--- src/rtl/fifo_frame_reader.sv ---
// fifo_frame_reader: drains FRAME_LEN samples per pass from a one-cycle-latency
// FIFO read port into a valid/ready stream, replaying the frame via rewind.
module fifo_frame_reader #(
    parameter int unsigned DATA_WIDTH = 16,
    parameter int unsigned FRAME_LEN  = 784,
    parameter int unsigned PASS_W     = 4
) (
    input  logic                  clk,
    input  logic                  rst_n,
    input  logic                  start,
    input  logic [PASS_W-1:0]     num_passes,
    input  logic                  abort,
    output logic                  busy,
    output logic                  done,
    output logic                  fifo_rd_en,
    output logic                  fifo_rd_rewind,
    input  logic                  fifo_empty,
    input  logic [DATA_WIDTH-1:0] fifo_out,
    output logic [DATA_WIDTH-1:0] m_data,
    output logic                  m_valid,
    input  logic                  m_ready,
    output logic                  m_last,
    output logic                  m_frame_last
);

    localparam int unsigned CNT_W = $clog2(FRAME_LEN + 1);
    localparam int unsigned ENT_W = DATA_WIDTH + 2;

    localparam logic [1:0] S_IDLE   = 2'd0;
    localparam logic [1:0] S_READ   = 2'd1;
    localparam logic [1:0] S_REWIND = 2'd2;
    localparam logic [1:0] S_DRAIN  = 2'd3;

    logic [1:0]        state, state_nx;
    logic [PASS_W-1:0] pass_left, pass_left_nx;
    logic [CNT_W-1:0]  rd_cnt, rd_cnt_nx;
    logic              busy_nx, done_nx, rewind_nx;

    // Output buffer: two skid entries plus the datum currently on fifo_out.
    logic              inflight, inf_last, inf_flast;
    logic [ENT_W-1:0]  buf0, buf1;
    logic [1:0]        occ;

    logic [ENT_W-1:0]  inf_ent, head, second;
    logic [1:0]        cnt, left;
    logic              pop, last_rd;

    // Stream view: oldest buffered entry first, then the in-flight read data.
    assign inf_ent      = {inf_flast, inf_last, fifo_out};
    assign cnt          = occ + {1'b0, inflight};
    assign head         = (occ != 2'd0) ? buf0 : inf_ent;
    assign second       = (occ == 2'd2) ? buf1 : inf_ent;
    assign m_valid      = (cnt != 2'd0);
    assign m_data       = m_valid ? head[DATA_WIDTH-1:0] : '0;
    assign m_last       = m_valid & head[DATA_WIDTH];
    assign m_frame_last = m_valid & head[DATA_WIDTH+1];
    assign pop          = m_valid & m_ready;
    assign left         = cnt - {1'b0, pop};
    assign last_rd      = (rd_cnt == CNT_W'(FRAME_LEN - 1));

    // Read only when the result is guaranteed a buffer slot next cycle.
    assign fifo_rd_en = (state == S_READ) && !abort && !fifo_empty &&
                        (rd_cnt < CNT_W'(FRAME_LEN)) && (left < 2'd2);

    // FSM state and control registers.
    always_ff @(posedge clk or negedge rst_n) begin
        if (!rst_n) begin
            state          <= S_IDLE;
            pass_left      <= '0;
            rd_cnt         <= '0;
            busy           <= 1'b0;
            done           <= 1'b0;
            fifo_rd_rewind <= 1'b0;
        end else begin
            state          <= state_nx;
            pass_left      <= pass_left_nx;
            rd_cnt         <= rd_cnt_nx;
            busy           <= busy_nx;
            done           <= done_nx;
            fifo_rd_rewind <= rewind_nx;
        end
    end

    // Next-state logic; abort overrides every transition.
    always_comb begin
        state_nx     = state;
        pass_left_nx = pass_left;
        rd_cnt_nx    = rd_cnt;
        busy_nx      = busy;
        done_nx      = 1'b0;
        rewind_nx    = 1'b0;
        if (fifo_rd_en) begin
            rd_cnt_nx = rd_cnt + CNT_W'(1);
        end
        case (state)
            S_IDLE: begin
                if (start && !done) begin
                    state_nx     = S_READ;
                    pass_left_nx = (num_passes == '0) ? PASS_W'(1) : num_passes;
                    rd_cnt_nx    = '0;
                    busy_nx      = 1'b1;
                end
            end
            S_READ: begin
                if (fifo_rd_en && last_rd) begin
                    if (pass_left > PASS_W'(1)) begin
                        state_nx  = S_REWIND;
                        rewind_nx = 1'b1;
                    end else begin
                        state_nx = S_DRAIN;
                    end
                end
            end
            S_REWIND: begin
                state_nx     = S_READ;
                pass_left_nx = pass_left - PASS_W'(1);
                rd_cnt_nx    = '0;
            end
            S_DRAIN: begin
                if (left == 2'd0) begin
                    state_nx = S_IDLE;
                    busy_nx  = 1'b0;
                    done_nx  = 1'b1;
                end
            end
            default: state_nx = S_IDLE;
        endcase
        if (abort) begin
            state_nx     = S_IDLE;
            pass_left_nx = '0;
            rd_cnt_nx    = '0;
            busy_nx      = 1'b0;
            done_nx      = 1'b0;
            rewind_nx    = 1'b0;
        end
    end

    // Skid buffer: unpopped items move into the entries, new read becomes in-flight.
    always_ff @(posedge clk or negedge rst_n) begin
        if (!rst_n) begin
            inflight  <= 1'b0;
            inf_last  <= 1'b0;
            inf_flast <= 1'b0;
            buf0      <= '0;
            buf1      <= '0;
            occ       <= 2'd0;
        end else if (abort) begin
            inflight  <= 1'b0;
            inf_last  <= 1'b0;
            inf_flast <= 1'b0;
            occ       <= 2'd0;
        end else begin
            inflight  <= fifo_rd_en;
            inf_last  <= last_rd;
            inf_flast <= last_rd && (pass_left == PASS_W'(1));
            occ       <= left;
            if (pop) begin
                buf0 <= second;
            end else begin
                buf0 <= head;
                buf1 <= second;
            end
        end
    end

endmodule

--- config.mk ---
export PLATFORM = sky130hd
export DESIGN_NAME = fifo_frame_reader
export DESIGN_NICKNAME = d
export VERILOG_FILES = /design/src/rtl/fifo_frame_reader.sv
export SDC_FILE = /design/constraint.sdc
export NUM_CORES = 1
export LEC_CHECK = 0
export CORE_MARGIN = 5
export CORE_UTILIZATION = 50
export DETAILED_ROUTE_END_ITERATION = 7
export PLACE_DENSITY = 0.75
export SYNTH_ARGS = -nofsm -noshare
export SYNTH_HDL_FRONTEND = slang
export SYNTH_SLANG_ARGS = --single-unit
--- constraint.sdc ---
create_clock -name clk -period 4.4 [get_ports clk]
set_input_delay 0.88 -clock clk [delete_from_list [all_inputs] [get_ports clk]]
set_output_delay 0.88 -clock clk [all_outputs]
set_load 0.005 [all_outputs]
# Yosys cells after proc, flatten, opt, wreduce, memory -nomap -nowiden
# Cells that the tools add are included.
# word_totals
ff_bits	60
input_bits	26
# classes
add_sub_neg	4
magnitude_cmp	3
eq_ne	9
mux	33
bitwise	5
reduce_logical	21
# ops
op	n
18-bit 2-to-1 mux	3
10-bit 2-to-1 mux	3
10-bit one-hot mux with 2 select lines	1
16-bit 2-to-1 mux	1
1-bit 2-to-1 mux	14
4-bit 2-to-1 mux	3
10-bit by 1-bit adder with 10-bit output, second input constant	1
10-bit equality test, second input constant	1
10-bit < comparator, second input constant	1
2-bit 2-to-1 mux	5
2-bit one-hot mux with 4 select lines	1
4-bit one-hot mux with 2 select lines	1
1-bit logical AND	7
2-bit equality test, second input constant	3
3-bit inequality test, second input constant	2
3-bit AND reduction	2
3-bit nonzero test	2
4-bit by 1-bit equality test with 1-bit output, second input constant	1
4-bit by 1-bit greater-than comparator with 1-bit output, second input constant	1
2-bit logical NOT	2
4-bit logical NOT	1
2-bit AND reduction	2
2-bit nonzero test	2
4-bit by 1-bit subtractor with 4-bit output, second input constant	1
other kinds (9)	14

# Depth between registers and ports, before layout
# Gate-level depths: netlist (run 1).
# logic_depth
depth_word	10
mapped_depth	11
ltp_nobuf	10

# Least setup slack after synthesis (run 1)
# OpenSTA, ideal clock, no wires.
# synth_timing
kind	flip-flop to output port
startpoint	register occ[0]
endpoint	output fifo_rd_en
arrival_ns	2.272
path_slack_ns	1.248
stages_incl_launch_ff	11
n_path_buf	1
path_cell_list	dfrtp_1 ha_1 xor2_2 nor2_4 inv_2 and2_1 ha_1 xnor3_2 o211ai_1 buf_2 inv_1
# synth_between
elab_chain_cells	6
# synth_rtl
item	line	text
from (decl)	42	logic [1:0] occ;
from (signal assigned)	156	occ <= left;
2-bit by 1-bit adder with 2-bit output	50	assign cnt = occ + {1'b0, inflight};
2-bit nonzero test	53	assign m_valid = (cnt != 2'd0);
named net m_valid	20	output logic m_valid,
1-bit bitwise AND	57	assign pop = m_valid & m_ready;
2-bit by 1-bit subtractor with 2-bit output	58	assign left = cnt - {1'b0, pop};
2-bit < comparator	63	(rd_cnt < CNT_W'(FRAME_LEN)) && (left < 2'd2);
1-bit logical AND	63	
to (decl)	15	output logic fifo_rd_en,
# The timed path passes the listed nets, and every way through them passes these cells.

# Worst setup path after layout (run 1)
# layout_timing
startpoint	input m_ready
endpoint	output fifo_rd_en
# layout_between
elab_chain_cells	4
# layout_rtl
item	line	text
from (decl)	21	input logic m_ready,
1-bit bitwise AND	57	
2-bit by 1-bit subtractor with 2-bit output	58	
2-bit < comparator	63	
1-bit logical AND	63	
# No other way between the ends.

==> impl_metrics.csv, run 1 <==
group,metric,value,unit
run_status,status,"completed",
yosys,netlist_area,3130,sq um
critical_path,critPathTopFamily,"buffers and inverters",
critical_path,worst-path-stages,7,
timing,fmax,267,MHz
die,die_x,89.1,um
yosys,ys_seq_area_share,48.0,%
power_and_ir_drop,switchingPower,0.000854,W
grt,grt_pass1_wl,12.5,mm
timing,report.final.slew_viol_count,0,
timing,finalSetupTns,0,ns
critical_path,end_kind,"primary output",
routing,num_vias,2588,
critical_path,slowest_delay,0.50,ns
yosys,synth_top_area_share,48.0,%
yosys,synth_flop_cell,"dfrtp_1",
yosys,yosys_warnings,0,
power_and_ir_drop,power_density,606,nW/um^2
cells_and_area,areaGrowthSynthToFinish,23.9,%
power_and_ir_drop,p_leak,1.73,nW
power_and_ir_drop,pwr-share-clk,20.8,%
die,ios,49,
grt,grt_pass1_vias,2593,
critical_path,critPathMaxFanout,7,
job,maxCapViolations,0,
power_and_ir_drop,internal-power,0.00150,W
grt,grt_max_degree,42,
clocking,htree_levels,3,
clocking,cts_made_buffers,9,
timing,period_share,85.2,%
timing,rsz0062_at_grt,"no",
worst_hold_path,hold_path_depth,1,
critical_path,rr_worst_depth,11,
power_and_ir_drop,combPwrFrac,44.4,%
clocking,cts_max_path_buffers,2,
die,num_rows,28,
clocking,clockRootBuffer,"clkbuf_8",
timing,fin_crit,3.75,ns
timing,setup_viol,0,
yosys,syn-num-nets,353,
cells_and_area,diodes,0,
die,initial_core_util,52.3,%
power_and_ir_drop,ir_worst_vdd,369,uV
grt,grt.overflow.total,0,
yosys,synthCells,322,
critical_path,start_kind,"input pin",
timing,fin_skew,0.0141,ns
yosys,yosysUniqueCellTypes,47,
power_and_ir_drop,switching_share,36.3,%
cells_and_area,drive_gt1_share,13.4,%
routing,ant_nets,0,
clocking,cts_sinks,60,
clocking,clk_pin_slew,0.07,ns
die,core,5990,sq um
routing,drtIter0Drc,125,
critical_path,cp_slowest_cell,"clkdlybuf4s50_1",
yosys,ys_top_cells_by_count,"dfrtp_1, nand2_1, a21oi_1, nor2_1, inv_1",
critical_path,crit_arrival,2.87,ns
critical_path,critPathKind,"in -> out",
clocking,cts_tree,"done",
cells_and_area,final_nets,406,
grt,antenna_found_initial,0,
clocking,insertion_delay,0.34,ns
routing,drc,0,
yosys,avgSynthCellArea,9.72,sq um
die,die-area,7940,sq um
critical_path,crit_buf_inv,3,
die,die_h,89.1,um
yosys,synth.ff_latch_count,60,
yosys,synth_edf_count,0,
worst_hold_path,hp-class,"reg -> reg",
timing,worst_pin_slew,0.969,ns
routing,wl_per_cell,15.8,um
routing,wirelength,7.21,mm
routing,drtPass1Iterations,4,
timing,hold_viol,0,
placed_design,io_buffers,48,
routing,viasPerCell,5.69,
placed_design,place_congestion,0.759,
critical_path,crit_top_cell,"clkdlybuf4s50_1",
power_and_ir_drop,seqPwrFrac,34.7,%
yosys,yosysMostFrequentCell,"dfrtp_1",
yosys,async_flop_share,100,%
grt,grtUsageTotal,20.3,%
placed_design,dp_hpwl,4.81,mm
critical_path,path_cells,"clkdlybuf4s50_1 > and2_1 > ha_1 > xnor3_2 > o211ai_1 > inv_1 > clkdlybuf4s50_1",
yosys,yosys.area.top_type,"dfrtp_1",
clocking,post-cts-setup-buffers,0,
clocking,post_cts_resized,0,
critical_path,cp.required,3.52,ns
yosys,synth_area_leaders,"dfrtp_1, nand2_1, a221o_1",
timing,fin_ws,0.650,ns
timing,relSlewSlack,35.4,%
clocking,ctsHoldBuffers,0,
placed_design,post-place-ws,0.666,ns
[worst paths after layout]
path | to | slack (ns) | from
setup / recovery | fifo_rd_en | 0.65 | m_ready
hold / removal | buf1[4] | 0.51 | buf1[4]
setup reg to reg | rd_cnt[5] | 1.54 | occ[0]
hold reg to reg | buf1[4] | 0.51 | buf1[4]
max in group asynchronous | rd_cnt[8] | 2.91 | rst_n
min in group asynchronous | buf0[1] | 0.67 | rst_n
[per-layer routing]
layer | vias up | global-route usage [%] | share of wire [%]
met5 | - | 0 | 0
met4 | 0 | 5.95 | 1.0
met3 | 6 | 5.53 | 5.9
met2 | 73 | 33.1 | 49
met1 | 1267 | 26.7 | 44
li1 | 1242 | - | -
[cell families (layout without fill, tap and decap cells)]
kind of cell	after synthesis	after routing	share of synthesized area, %
mux	19	19	7.99
fa+ha+maj	5	5	2.00
xor+xnor	4	4	1.84
flops	60	60	48.0
buf+inv	41	99	5.72
compound gates	75	75	16.9
simple gates	118	118	17.6
[cell type report]
cell class | instances | area [sq um]
multi-input cells | 221 | 1450
fillers | 482 | 2110
inverters | 28 | 105
clock buffers | 9 | 124
well taps | 75 | 93.8
flip-flops and latches | 60 | 1500
clock inverters | 7 | 76.3
repair buffers | 55 | 528
[sequential cells by signal, indices dropped and copies added, names as in the netlist]
| signal | cells |
|---|---|
| inf_last | 1 |
| inflight | 1 |
| inf_flast | 1 |
| buf0 | 18 |
| busy | 1 |
| pass_left | 4 |
| fifo_rd_rewind | 1 |
| buf1 | 18 |
| occ | 2 |
| done | 1 |
| rd_cnt | 10 |
| state | 2 |
[power groups by stage]
| stage | registers (W) | clock network [W] | logic, W |
|---|---|---|---|
| after global routing | 0.000839 | 0.000535 | 0.00115 |
| final | 0.000817 | 0.000490 | 0.00105 |
| after floorplan | 0.000790 | 0 | 0.000681 |
| after CTS | 0.000817 | 0.000507 | 0.00106 |
| after global placement | 0.000812 | 0 | 0.00103 |
| after detailed placement | 0.000824 | 0 | 0.00105 |
[per-stage QoR]
stage / utilization (%) / power [W] / cell area, sq um / hold WS (ns) / instances
4_1_cts: 64.7 / 0.00238 / 3880 / 0.513 / 455
5_1_grt: 64.7 / 0.00252 / 3880 / 0.518 / 455
2_1_floorplan: - / 0.00147 / 3130 / 0.476 / 322
3_3_place_gp: 61.4 / 0.00184 / 3680 / 0.485 / 439
6_report: 64.7 / 0.00235 / 3880 / 0.513 / 455
3_5_place_dp: 61.4 / 0.00187 / 3680 / 0.493 / 439
[placed cells by master (no fill, tap or decap), types with 6 or more instances in the layout]
cell | synthesis | final
nand2_1 | 51 | 51
clkdlybuf4s50_1 | 0 | 47
o21ai_0 | 6 | 6
nor2_1 | 30 | 30
mux2_2 | 8 | 8
clkbuf_8 | 0 | 9
dfrtp_1 | 60 | 60
inv_1 | 27 | 27
a221o_1 | 19 | 19
mux2_4 | 10 | 10
a21oi_1 | 31 | 31
buf_4 | 0 | 7
Power figures use the tool's default switching activity.
==> run 2, diff against run 1 <==
--- a/config.mk
+++ b/config.mk
@@ -8,4 +8,5 @@
 export CORE_MARGIN = 5
 export CORE_UTILIZATION = 50
+export CTS_CLUSTER_SIZE = 12
 export DETAILED_ROUTE_END_ITERATION = 7
 export PLACE_DENSITY = 0.75
==> constraint.sdc (replaced) <==
create_clock -name clk -period 4.4 [get_ports clk]
set_input_delay 0.88 -clock clk [delete_from_list [all_inputs] [get_ports clk]]
set_output_delay 0.88 -clock clk [all_outputs]
set_load 0.01 [all_outputs]
==> run 2 against run 1 <==
  * Core utilization rose by 0.17 points
  * Clock skew fell by 0.0058 ns
  * Fmax fell by 0.64%
  * Non-clock buffer count did not move
  * Via count rose by 1.8%
  * Clock power rose by 6.9%
  * First-iteration DRC count fell by 3.2%
  * Flip-flop and latch count did not move
  * Final cell count fell by 0.22%
  * Clock-buffer cell count rose by 3
==> impl_metrics.csv, run 2 (synthesis results as in run 1) <==
group,metric,value,unit
cells_and_area,final_cell_mix,"dfrtp_1, nand2_1, clkdlybuf4s50_1",
placed_design,io_buffers,48,
routing,drtPass1Iterations,4,
clocking,clk_pin_slew,0.07,ns
power_and_ir_drop,switchingPower,0.000892,W
worst_hold_path,hold_path_depth,1,
cells_and_area,diodes,0,
job,maxCapViolations,0,
clocking,cts_max_path_buffers,2,
clocking,post_cts_resized,0,
power_and_ir_drop,combPwrFrac,44.7,%
clocking,ctsHoldBuffers,0,
clocking,cts_tree,"done",
die,ios,49,
grt,met3_usage,4.88,%
die,die-area,7940,sq um
cells_and_area,top_regs,"buf0: 18 flops, buf1: 18 flops, rd_cnt: 10 flops",
critical_path,r2r_end,"rd_cnt[5]",
clocking,cts_made_buffers,9,
timing,fin_skew,0.00828,ns
routing,wirelength,7.35,mm
routing,drc,0,
grt,use_met1,26.0,%
timing,fin_ws,0.626,ns
routing,viasPerCell,5.80,
critical_path,reg2reg_from,"occ[0]",
power_and_ir_drop,ir_worst_vdd,318,uV
timing,rsz0062_at_grt,"no",
power_and_ir_drop,power_density,625,nW/um^2
run_status,status,"completed",
grt,use_met2,33.0,%
clocking,insertion_delay,0.34,ns
critical_path,critPathKind,"in -> out",
cells_and_area,areaGrowthSynthToFinish,24.2,%
die,num_rows,28,
critical_path,crit_start,"m_ready",
cells_and_area,drive_gt1_share,13.2,%
timing,hold_viol,0,
placed_design,post-place-ws,0.633,ns
placed_design,dp_hpwl,4.81,mm
grt,grt_max_degree,33,
die,core,5990,sq um
critical_path,rrSetupSlack,1.55,ns
timing,fmax,265,MHz
clocking,post-cts-setup-buffers,0,
critical_path,end_kind,"primary output",
critical_path,start_kind,"input pin",
critical_path,rr_worst_depth,11,
die,die_h,89.1,um
power_and_ir_drop,pwr-share-clk,21.5,%
critical_path,crit_arrival,2.89,ns
grt,grt.overflow.total,0,
timing,report.final.slew_viol_count,0,
timing,worst_pin_slew,0.962,ns
timing,setup_viol,0,
routing,num_vias,2635,
cells_and_area,final_nets,406,
routing,ant_nets,0,
grt,antenna_found_initial,0,
worst_hold_path,holdCritStartpoint,"buf1[9]",
timing,relSlewSlack,35.9,%
worst_hold_path,hp-class,"reg -> reg",
grt,grt_pass1_wl,12.5,mm
power_and_ir_drop,internal-power,0.00154,W
cells_and_area,n_fill_cell,488,
cells_and_area,finalInstanceArea,3890,sq um
worst_hold_path,min_to,"buf1[9]",
critical_path,cp.required,3.52,ns
die,die_x,89.1,um
power_and_ir_drop,switching_share,36.7,%
clocking,htree_levels,3,
power_and_ir_drop,p_leak,1.74,nW
clocking,clockRootBuffer,"clkbuf_8",
grt,grtUsageTotal,20.3,%
timing,fin_crit,3.77,ns
grt,grt_pass1_vias,2609,
clocking,cts_sinks,60,
grt,grt-busiest-layer,"met2",
routing,wl_per_cell,16.2,um
placed_design,place_congestion,0.773,
timing,finalSetupTns,0,ns
routing,drtIter0Drc,121,
die,initial_core_util,52.3,%
cells_and_area,layout_commonest_cell,"dfrtp_1",
critical_path,critPathMaxFanout,7,
timing,period_share,85.8,%
placed_design,placed_cell_area,3680,sq um
power_and_ir_drop,seqPwrFrac,33.7,%
==> run 2: changes by cell type in the layout (fill, tap and decap cells not counted) <==
cell / previous run / this run
clkbuf_8: 9 / 12
clkinv_4: 2 / 0
clkinv_2: 1 / 0
inv_6: 1 / 0
==> run 2: per-stage QoR <==
step           hold WS, ns  total power (W)  utilization (%)  std cells
6_report             0.510          0.00243             64.9        454
5_1_grt              0.528          0.00259             64.9        454
4_1_cts              0.513          0.00244             64.9        454
3_5_place_dp         0.497          0.00191             61.4        439
3_3_place_gp         0.486          0.00188             61.4        439
2_1_floorplan        0.476          0.00151                -        322
==> run 2: power by group through the flow <==
stage / registers [W] / clock network (W) / logic (W)
3_5_place_dp: 0.000828 / 0 / 0.00109
5_1_grt: 0.000839 / 0.000559 / 0.00119
3_3_place_gp: 0.000813 / 0 / 0.00107
2_1_floorplan: 0.000790 / 0 / 0.000718
6_report: 0.000820 / 0.000524 / 0.00109
4_1_cts: 0.000819 / 0.000530 / 0.00109
==> run 2: how the worst max path moves through the flow <==
stage | to | cells past startpoint
after floorplan | fifo_rd_en | 10
after global placement | fifo_rd_en | 7
after detailed placement | fifo_rd_en | 7
after CTS | fifo_rd_en | 10
after global routing | fifo_rd_en | 10
final | fifo_rd_en | 7
==> run 2: critical path, cell delays in order <==
cell             delay, ns
clkdlybuf4s50_1       0.51
and2_1                0.19
ha_1                  0.19
xnor3_2               0.37
o211ai_1              0.13
inv_1                 0.09
clkdlybuf4s50_1       0.53
==> run 2: layout make-up <==
cell class | instances | area [sq um] | area share (%)
Clock buffer | 12 | 165 | 4.25
Sequential cell | 60 | 1500 | 38.6
Inverter | 28 | 105 | 2.70
Clock inverter | 3 | 45.0 | 1.16
Tap cell | 75 | 93.8 | 2.41
Timing Repair Buffer | 55 | 528 | 13.6
Multi-Input combinational cell | 221 | 1450 | 37.3
==> run 2: routing by layer <==
layer  vias to the layer above  part of all wire (%)
met2                        83                    48
met4                         0                   1.8
met1                      1297                    43
li1                       1240                     -
met5                         -                     0
met3                        15                   6.6
